==> config.mk <==
export PLATFORM = sky130hd
export DESIGN_NAME = uart_ctrl
export DESIGN_NICKNAME = d
export VERILOG_FILES = /design/src/rtl/uart_ctrl.sv
export SDC_FILE = /design/constraint.sdc
export NUM_CORES = 1
export LEC_CHECK = 0
export CORE_MARGIN = 3
export CORE_UTILIZATION = 58
export CTS_CLUSTER_DIAMETER = 150
export DETAILED_ROUTE_END_ITERATION = 12
export GPL_TIMING_DRIVEN = 0
export PLACE_DENSITY = 0.76
export RECOVER_POWER = 25
export SLEW_MARGIN = 10
export SYNTH_ARGS = -nofsm -noshare
export SYNTH_HDL_FRONTEND = slang
export SYNTH_SLANG_ARGS = --single-unit
==> constraint.sdc <==
create_clock -name uarti_clk -period 2.5 [get_ports uarti_clk]
set_input_delay 0.5 -clock uarti_clk [delete_from_list [all_inputs] [get_ports uarti_clk]]
set_output_delay 0.5 -clock uarti_clk [all_outputs]
set_load 0.02 [all_outputs]
==> src/rtl/uart_ctrl.sv <==
// 8N1 UART responder for the memory-stage strobes: wrn loads a byte for transmit,
// received frames raise data_ready and are presented on rdata while rdn is low.
module uart_ctrl #(
  parameter int unsigned CLKS_PER_BIT = 5208,
  parameter int unsigned DATA_BITS    = 8
) (
  input  logic       uarti_clk,
  input  logic       uarti_rst,
  input  logic       uarti_wrn,
  input  logic       uarti_rdn,
  input  logic [7:0] uarti_wdata,
  output logic [7:0] uarto_rdata,
  output logic       uarto_rdata_oe,
  output logic       uarto_data_ready,
  output logic       uarto_tbre,
  output logic       uarto_tsre,
  output logic       uarto_overrun,
  output logic       uarto_frame_err,
  input  logic       uarti_rx,
  output logic       uarto_tx
);

  localparam int unsigned CW       = $clog2(CLKS_PER_BIT);
  localparam logic [CW-1:0] LAST   = CW'(CLKS_PER_BIT - 1);
  localparam logic [CW-1:0] MID    = CW'(CLKS_PER_BIT / 2 - 1);
  localparam logic [2:0]    LASTIX = 3'(DATA_BITS - 1);

  typedef enum logic [1:0] {TX_IDLE, TX_START, TX_DATA, TX_STOP} tx_state_e;
  typedef enum logic [1:0] {RX_IDLE, RX_START, RX_DATA, RX_STOP} rx_state_e;

  logic wrn_q, rdn_q, wr_evt, rd_evt;
  logic rx_s1_q, rx_s2_q, rx_s3_q, rxs;

  tx_state_e   tx_state_q, tx_state_d;
  logic [CW-1:0] tx_cnt_q, tx_cnt_d;
  logic [2:0]  tx_idx_q, tx_idx_d;
  logic [7:0]  tx_sr_q, tx_sr_d, tx_hr_q, tx_hr_d;
  logic        tbre_q, tbre_d, tsre_q, tsre_d;

  rx_state_e   rx_state_q, rx_state_d;
  logic [CW-1:0] rx_cnt_q, rx_cnt_d;
  logic [2:0]  rx_idx_q, rx_idx_d;
  logic [7:0]  rx_sh_q, rx_sh_d, rdata_q, rdata_d;
  logic        dr_q, dr_d, ovr_q, ovr_d, fe_q, fe_d;

  // Edge events compare the live strobe against last cycle's sample.
  assign wr_evt = wrn_q & ~uarti_wrn;
  assign rd_evt = ~rdn_q & uarti_rdn;
  assign rxs    = rx_s2_q;

  always_ff @(posedge uarti_clk or negedge uarti_rst) begin
    if (!uarti_rst) begin
      wrn_q   <= 1'b1;
      rdn_q   <= 1'b1;
      rx_s1_q <= 1'b1;
      rx_s2_q <= 1'b1;
      rx_s3_q <= 1'b1;
    end else begin
      wrn_q   <= uarti_wrn;
      rdn_q   <= uarti_rdn;
      rx_s1_q <= uarti_rx;
      rx_s2_q <= rx_s1_q;
      rx_s3_q <= rx_s2_q;
    end
  end

  always_ff @(posedge uarti_clk or negedge uarti_rst) begin
    if (!uarti_rst) begin
      tx_state_q <= TX_IDLE;
      tx_cnt_q   <= '0;
      tx_idx_q   <= '0;
      tx_sr_q    <= '0;
      tx_hr_q    <= '0;
      tbre_q     <= 1'b1;
      tsre_q     <= 1'b1;
    end else begin
      tx_state_q <= tx_state_d;
      tx_cnt_q   <= tx_cnt_d;
      tx_idx_q   <= tx_idx_d;
      tx_sr_q    <= tx_sr_d;
      tx_hr_q    <= tx_hr_d;
      tbre_q     <= tbre_d;
      tsre_q     <= tsre_d;
    end
  end

  always_comb begin
    tx_state_d = tx_state_q;
    tx_cnt_d   = tx_cnt_q;
    tx_idx_d   = tx_idx_q;
    tx_sr_d    = tx_sr_q;
    tx_hr_d    = tx_hr_q;
    tbre_d     = tbre_q;
    tsre_d     = tsre_q;
    if (wr_evt && tbre_q) begin
      tx_hr_d = uarti_wdata;
      tbre_d  = 1'b0;
    end
    unique case (tx_state_q)
      TX_IDLE: if (!tbre_q) begin
        tx_sr_d    = tx_hr_q;
        tbre_d     = 1'b1;
        tsre_d     = 1'b0;
        tx_cnt_d   = '0;
        tx_state_d = TX_START;
      end
      TX_START: if (tx_cnt_q == LAST) begin
        tx_cnt_d   = '0;
        tx_idx_d   = '0;
        tx_state_d = TX_DATA;
      end else tx_cnt_d = tx_cnt_q + 1'b1;
      TX_DATA: if (tx_cnt_q == LAST) begin
        tx_cnt_d = '0;
        if (tx_idx_q == LASTIX) tx_state_d = TX_STOP;
        else tx_idx_d = tx_idx_q + 1'b1;
      end else tx_cnt_d = tx_cnt_q + 1'b1;
      TX_STOP: if (tx_cnt_q == LAST) begin
        tx_cnt_d = '0;
        // A pending holding byte chains straight into the next start bit.
        if (!tbre_q) begin
          tx_sr_d    = tx_hr_q;
          tbre_d     = 1'b1;
          tx_state_d = TX_START;
        end else begin
          tsre_d     = 1'b1;
          tx_state_d = TX_IDLE;
        end
      end else tx_cnt_d = tx_cnt_q + 1'b1;
      default: tx_state_d = TX_IDLE;
    endcase
  end

  always_ff @(posedge uarti_clk or negedge uarti_rst) begin
    if (!uarti_rst) begin
      rx_state_q <= RX_IDLE;
      rx_cnt_q   <= '0;
      rx_idx_q   <= '0;
      rx_sh_q    <= '0;
      rdata_q    <= '0;
      dr_q       <= 1'b0;
      ovr_q      <= 1'b0;
      fe_q       <= 1'b0;
    end else begin
      rx_state_q <= rx_state_d;
      rx_cnt_q   <= rx_cnt_d;
      rx_idx_q   <= rx_idx_d;
      rx_sh_q    <= rx_sh_d;
      rdata_q    <= rdata_d;
      dr_q       <= dr_d;
      ovr_q      <= ovr_d;
      fe_q       <= fe_d;
    end
  end

  always_comb begin
    rx_state_d = rx_state_q;
    rx_cnt_d   = rx_cnt_q;
    rx_idx_d   = rx_idx_q;
    rx_sh_d    = rx_sh_q;
    rdata_d    = rdata_q;
    dr_d       = dr_q;
    ovr_d      = ovr_q;
    fe_d       = fe_q;
    if (rd_evt) begin
      dr_d  = 1'b0;
      ovr_d = 1'b0;
      fe_d  = 1'b0;
    end
    unique case (rx_state_q)
      RX_IDLE: if (rx_s3_q && !rxs) begin
        rx_cnt_d   = '0;
        rx_state_d = RX_START;
      end
      RX_START: if (rx_cnt_q == MID) begin
        rx_cnt_d   = '0;
        rx_idx_d   = '0;
        rx_state_d = rxs ? RX_IDLE : RX_DATA;
      end else rx_cnt_d = rx_cnt_q + 1'b1;
      RX_DATA: if (rx_cnt_q == LAST) begin
        rx_cnt_d = '0;
        rx_sh_d  = {rxs, rx_sh_q[7:1]};
        if (rx_idx_q == LASTIX) rx_state_d = RX_STOP;
        else rx_idx_d = rx_idx_q + 1'b1;
      end else rx_cnt_d = rx_cnt_q + 1'b1;
      RX_STOP: if (rx_cnt_q == LAST) begin
        rx_cnt_d   = '0;
        rx_state_d = RX_IDLE;
        // A new byte landing on the read-complete cycle is not an overrun.
        if (rxs) begin
          rdata_d = rx_sh_q;
          dr_d    = 1'b1;
          if (dr_q && !rd_evt) ovr_d = 1'b1;
        end else begin
          fe_d = 1'b1;
        end
      end else rx_cnt_d = rx_cnt_q + 1'b1;
      default: rx_state_d = RX_IDLE;
    endcase
  end

  always_comb begin
    unique case (tx_state_q)
      TX_START: uarto_tx = 1'b0;
      TX_DATA:  uarto_tx = tx_sr_q[tx_idx_q];
      default:  uarto_tx = 1'b1;
    endcase
  end

  assign uarto_rdata      = rdata_q;
  assign uarto_rdata_oe   = ~uarti_rdn;
  assign uarto_data_ready = dr_q;
  assign uarto_tbre       = tbre_q;
  assign uarto_tsre       = tsre_q;
  assign uarto_overrun    = ovr_q;
  assign uarto_frame_err  = fe_q;

endmodule

==> results.cfg <==
[route]
vias_per_cell = 6.02
drc_errors = 0
wl_um = 7080
dr.pass1.iters = 4
num_vias = 2811
drt_first_iter_violations = 148
ant_nets = 0
wl_per_cell_um = 15.2

[critical_path]
worstPathArrival_ns = 1.89
path_class = flip-flop to output port
crit_path_top_delay_cell = mux4_2
crit_required_ns = 2.00
cp_common_cell = mux2i_1
cp-end-kind = output port
cp_max_fo = 6
slowest_delay_ns = 0.52
worstPathCellList = mux4_2 > mux2i_1 > mux2i_1 > dlygate4sd2_1
start_kind = flip-flop

[floorplan]
ios = 28
die_area_um2 = 7570
initial_core_util_pct = 62.1
core_area_um2 = 6130
rows = 28
die_width_um = 87.0
die_h_um = 87.0

[power_and_ir_drop]
p_seq_share_pct = 50.1
powerDensity_nw_per_um2 = 668
leakage_nw = 1.94
p_sw_share_pct = 26.3
combPwrFrac_pct = 14.8
clkPwrFrac_pct = 35.1
p_int_mw = 2.17
peakVddDrop_mv = 0.471
power.switching_mw = 0.774

[yosys]
synthArstFlopShare_pct = 100
yosys.area.top_type = dfrtp_1
synth_nets = 372
synth_warnings = 0
yosysSeqAreaShare_pct = 51.5
ys_seq_elements = 78
syn_inst = 349
ys_dominant_reg_cell = dfrtp_1
syn_area_per_cell_um2 = 10.9
synthTopCellsByArea = dfrtp_1, mux2_2, dfstp_2, o21ai_0, nand2_1
synth_top_area_share_pct = 46.7
synth.distinct_cells = 54
synth_area_um2 = 3800
synth_edf_count = 0

[cells_and_area]
final_util_pct = 71.9
final_nets = 410
fillers = 447
antennaDiodeCount = 0
stdcell_area_um2 = 4410
area_delta_synth_final_pct = 15.8
drive_above_1_share_pct = 18.1

[timing]
timing.slew.headroom_pct = 39.4
rsz0062_at_grt = false
hold_viol_final = 0
layout_worst_path_cycle_share_pct = 95.7
setup_slack_ns = 0.106
post-route-min-period_ns = 2.39
setup-violations-final = 0
max_slew.worst_pin.slew_ns = 0.904
final-max-slew-violation-count = 0
clock.fmax_mhz = 418
skew_ns = 0.00743

[clocking]
cts_tree = yes
cts_root_buf = clkbuf_8
cts_max_level = 3
clk_pin_slew_ns = 0.08
cts_sinks = 78
clockBufferDepth = 2
insertion_delay_ns = 0.35
cts_buffers = 9

[global_route]
grt_pass1_wl_um = 12500
grt_max_degree = 41
grt_usage_pct = 20.8
overflow = 0
grt_antenna_before_repair = 0
first_global_vias = 2739

[flow_run]
drv_cap = 0

[place]
placed_cell_area_um2 = 4190
place_congestion = 0.897
dpl.hpwl_um = 4960
io_buffers = 27
dp_worst_setup_slack_ns = 0.180

[status]
status = finished, final reports clean

[worst_hold_path]
hp-class = input port to async pin
## sequential cells by signal, indices dropped and copies added (netlist names), named ones only
| signal | cells |
|---|---|
| tx_hr_q | 8 |
| wrn_q | 1 |
| tx_cnt_q | 13 |
| rx_s3_q | 1 |
| tx_idx_q | 3 |
| uarto_data_ready | 1 |
| uarto_overrun | 1 |
| uarto_rdata | 8 |
| rx_cnt_q | 13 |
| rx_s1_q | 1 |
| uarto_tsre | 1 |
| tx_sr_q | 8 |
| tx_state_q | 2 |
| rx_s2_q | 1 |
| rx_state_q | 1 |
| rx_sh_q | 8 |
| rx_idx_q | 3 |
| uarto_tbre | 1 |
| rdn_q | 1 |
| uarto_frame_err | 1 |
## cell usage in the layout, fill, tap and decap left out, types with 10 or more instances in the layout
cell type,instances
clkdlybuf4s50_1,23
nand3_1,12
mux2_2,29
o21ai_0,30
a21oi_1,15
ha_1,10
nand2_1,38
a31oi_1,15
inv_1,16
dfrtp_1,70
## power groups by stage
| stage | registers (mW) | logic [mW] | clock network (mW) |
|---|---|---|---|
| 5_1_grt | 1.49 | 0.490 | 1.11 |
| 6_report | 1.48 | 0.435 | 1.03 |
| 2_1_floorplan | 1.48 | 0.323 | 0 |
| 4_1_cts | 1.48 | 0.438 | 1.06 |
| 3_3_place_gp | 1.50 | 0.416 | 0 |
| 3_5_place_dp | 1.50 | 0.436 | 0 |
## synth_stat cells (2+ instances only)
cell,instances
and3_1,6
a22oi_1,2
nor4bb_1,3
nor2_1,9
nand2_1,38
nand3b_1,2
a21oi_1,15
nand4bb_1,2
a31oi_1,15
nand3_1,12
ha_1,10
mux2i_1,4
nor3_1,5
and4b_1,3
a22o_1,6
a41oi_1,2
inv_1,16
buf_2,3
nor4b_1,2
o21ai_1,4
buf_6,3
clkbuf_1,10
nand4_1,4
mux2_1,3
a211oi_1,2
o21ai_0,30
dfstp_2,7
nor2_2,2
o31ai_1,2
xor2_1,2
dfrtp_1,71
o22ai_1,3
mux4_2,2
mux2_2,29
## path summary, 6_finish.rpt
path                                          from                         end  slack [ns]  depth (start not counted)
max                        tx_idx_q[0]$_DFFE_PN0P_                    uarto_tx        0.11                          4
min                                      uarti_rst     rx_cnt_q[6]$_DFFE_PN0P_        0.12                          1
max reg2reg                rx_cnt_q[3]$_DFFE_PN0P_  uarto_rdata[2]$_DFFE_PN0P_        0.36                          5
min reg2reg                      rx_s1_q$_DFF_PN1_           rx_s2_q$_DFF_PN1_        0.38                          0
max in group asynchronous                uarti_rst      uarto_tsre$_DFFE_PN1P_        1.74                          2
min in group uarti_clk           rx_s1_q$_DFF_PN1_           rx_s2_q$_DFF_PN1_        0.38                          0
## stage by stage
stage          instances  setup TNS [ns]  total power, mW  hold slack, ns
6_report             467               0             2.94           0.116
5_1_grt              467               0             3.09           0.144
4_1_cts              467               0             2.98           0.126
3_5_place_dp         452               0             1.94           0.356
3_3_place_gp         451         -124.95             1.91           0.358
2_1_floorplan        349               0             1.80           0.204
## cells by family (layout without fill, tap and decap cells)
logic type               count (synthesis)  in the layout  share of synthesized area (%)
flip-flops                              78             78                           51.5
buffers and inverters                   33             76                           3.95
AO/OA/AOI/OAI                           90             90                           14.9
adder cells (fa/ha/maj)                 10             10                           3.29
multiplexers                            38             38                           11.7
AND/OR/NAND/NOR                         97             97                           14.0
XOR/XNOR                                 3              3                          0.691
## layer usage
layer / share of wire, % / vias up / GRT usage, %
li1: - / 1356 / -
met1: 45 / 1366 / 27.0
met2: 48 / 72 / 33.4
met3: 4.6 / 17 / 4.35
met4: 2.0 / 0 / 9.49
met5: 0 / - / 0
## critical path, delay by kind of cell (launching register included)
family | cells | cell delay [ns]
mux | 3 | 0.78
flops | 1 | 0.44
buf+inv | 1 | 0.34
## cell type report
cell class              count  area [um^2]  share of cell area (%)
clock buffers               9          124                    2.81
inverters                  17         63.8                    1.45
repair buffers             28          287                    6.50
flip-flops and latches     78         1960                    44.5
clock inverters             7         98.8                    2.24
plain buffers              15         82.6                    1.87
well taps                  75         93.8                    2.13
multi-input cells         238         1690                    38.5
## timing repair
item / in CTS / in global routing
endpoints found under the setup margin: 1 / 0
setup buffers: 0 / 0
hold buffers: 0 / 0
resized for setup: 2 / 0
Note: power is estimated with default switching activity, not from simulation.
==> patch: new RTL, same settings <==
Take the reset off `rx_sh_q` and `rdata_q` and load them in a clocked block of their own.
--- a/src/rtl/uart_ctrl.sv
+++ b/src/rtl/uart_ctrl.sv
@@ -137,4 +137,2 @@
       rx_idx_q   <= '0;
-      rx_sh_q    <= '0;
-      rdata_q    <= '0;
       dr_q       <= 1'b0;
@@ -146,4 +144,2 @@
       rx_idx_q   <= rx_idx_d;
-      rx_sh_q    <= rx_sh_d;
-      rdata_q    <= rdata_d;
       dr_q       <= dr_d;
@@ -152,2 +148,7 @@
     end
+  end
+
+  always_ff @(posedge uarti_clk) begin
+    rx_sh_q <= rx_sh_d;
+    rdata_q <= rdata_d;
   end
Function: no difference found for any inputs over 10 cycles, from zero or initial values and one cycle with uarti_rst low; that may be too few to reach the edited logic, so the function may still have changed.
==> patch against the unedited design <==
- total power decreased by 9.2%
- combinational power down 17%
- critical path type unchanged
- clock power shrank 22%
- via count fell by 9.1%
- setup slack better by 0.051 ns
- area after synthesis fell by 5.0%
- sequential cell count unchanged
- critical path depth did not move
- design area down 6.0%
- first-iteration DRC count up 51%
- highest routed layer unchanged
- utilization is 2.7 points lower
- wire length down 8.5%
- count of clock-buffer cells in the layout grew 5
==> patch: results (changes against the unedited design) <==
Worst-margin pin slew - 1.47 ns (+0.566 ns)
P_comb - 360 uW (-17%)
Pin count of the biggest net entering global routing - 63 (+54%)
Detailed-route wire length - 6.48 mm (-8.5%)
Mean Syn Cell Area - 11.6 um2 (+6.3%)
Initial DRC Count - 223 (+51%)
Layout Cells excl Fill - 430 (-7.9%)
Hold Path Class - reg2reg
Clk_lat worst skew - 0.33 ns (-0.02 ns)
Avg Vias per Cell - 5.94 (-1.3%)
Lkg Pwr - 0.00174 uW (-10%)
Xor/xnor share of the synthesized area - 0.727% (+0.036 points)
Met2 usage - 29.0% (-4.4 points)
Async S/R FF share, synth - 79.5% (-21 points)
P_sw - 689 uW (-11%)
Clk network pwr share - 29.9% (-5.2 points)
Area grow syn2layout - 14.6%
Post-Syn Nets - 335 (-9.9%)
All-Layer GR Usage - 19.3% (-1.4 points)
Layout cells sized above 1 - 13.0% (-5.2 points)
Worst r2r src - rx_cnt_q[0]$_DFFE_PN0P_
First drt pass iteration count - 5 (+1)
Post-synthesis compound-gate area fraction - 14.7% (-0.12 points)
R2r setup slk - 0.21 ns (-0.15 ns)
WP data arrival - 1.84 ns (-0.05 ns)
Number of global-route vias before repair - 2,424 (-12%)
First-pass GRT wire length - 11.3 mm (-9.8%)
R2R depth - 6 (+1)
Synth top cells by count - dfrtp_1, o21ai_0, nand2_1, edfxtp_1, nor2_1
Post-Synth Adder-Cell Area - 3.46% (+0.17 points)
Comb pwr share - 13.4% (-1.4 points)
Post-synthesis sequential area ratio - 56.5% (+4.9 points)
Status - completed
Fin Hold WS - 0.362 ns (+0.247 ns)
Post-synth EDFFs - 16 (+16)
Post-layout nets - 373 (-9.0%)
Met1 usage - 28.5% (+1.5 points)
Worst Skew - 0.00869 ns (+0.00126 ns)
Met3 Use GR - 3.20% (-1.1 points)
Fill cells - 470 (+5.1%)
VDD IR max - 0.491 mV (+4.2%)
Cells after DPL - 414 (-8.4%)
Dpl ws - 0.188 ns (+0.00813 ns)
[patch: cell count changes in the layout (fill, tap and decap cells not counted), moves of 4 or more]
| cell | unedited run | this run |
|---|---|---|
| a22o_1 | 6 | 10 |
| clkbuf_1 | 9 | 13 |
| dfrtp_1 | 70 | 54 |
| edfxtp_1 | 0 | 16 |
| mux2_2 | 29 | 10 |
| mux2_4 | 0 | 8 |
| nand2_1 | 38 | 27 |
| o21ai_1 | 4 | 0 |
[patch: cell type report]
type,instances,area share [%]
repair buffers,27,6.37
multi-input cells,211,35.9
inverters,13,1.18
plain buffers,10,1.09
flip-flops and latches,78,49.3
well taps,75,2.27
clock buffers,14,3.69
clock inverters,2,0.242
[patch: metal layers]
layer / up-vias / wire length [um]
met1: 1221 / 3100
met5: - / 0
met2: 76 / 2990
met4: 0 / 97
met3: 10 / 288
li1: 1247 / -
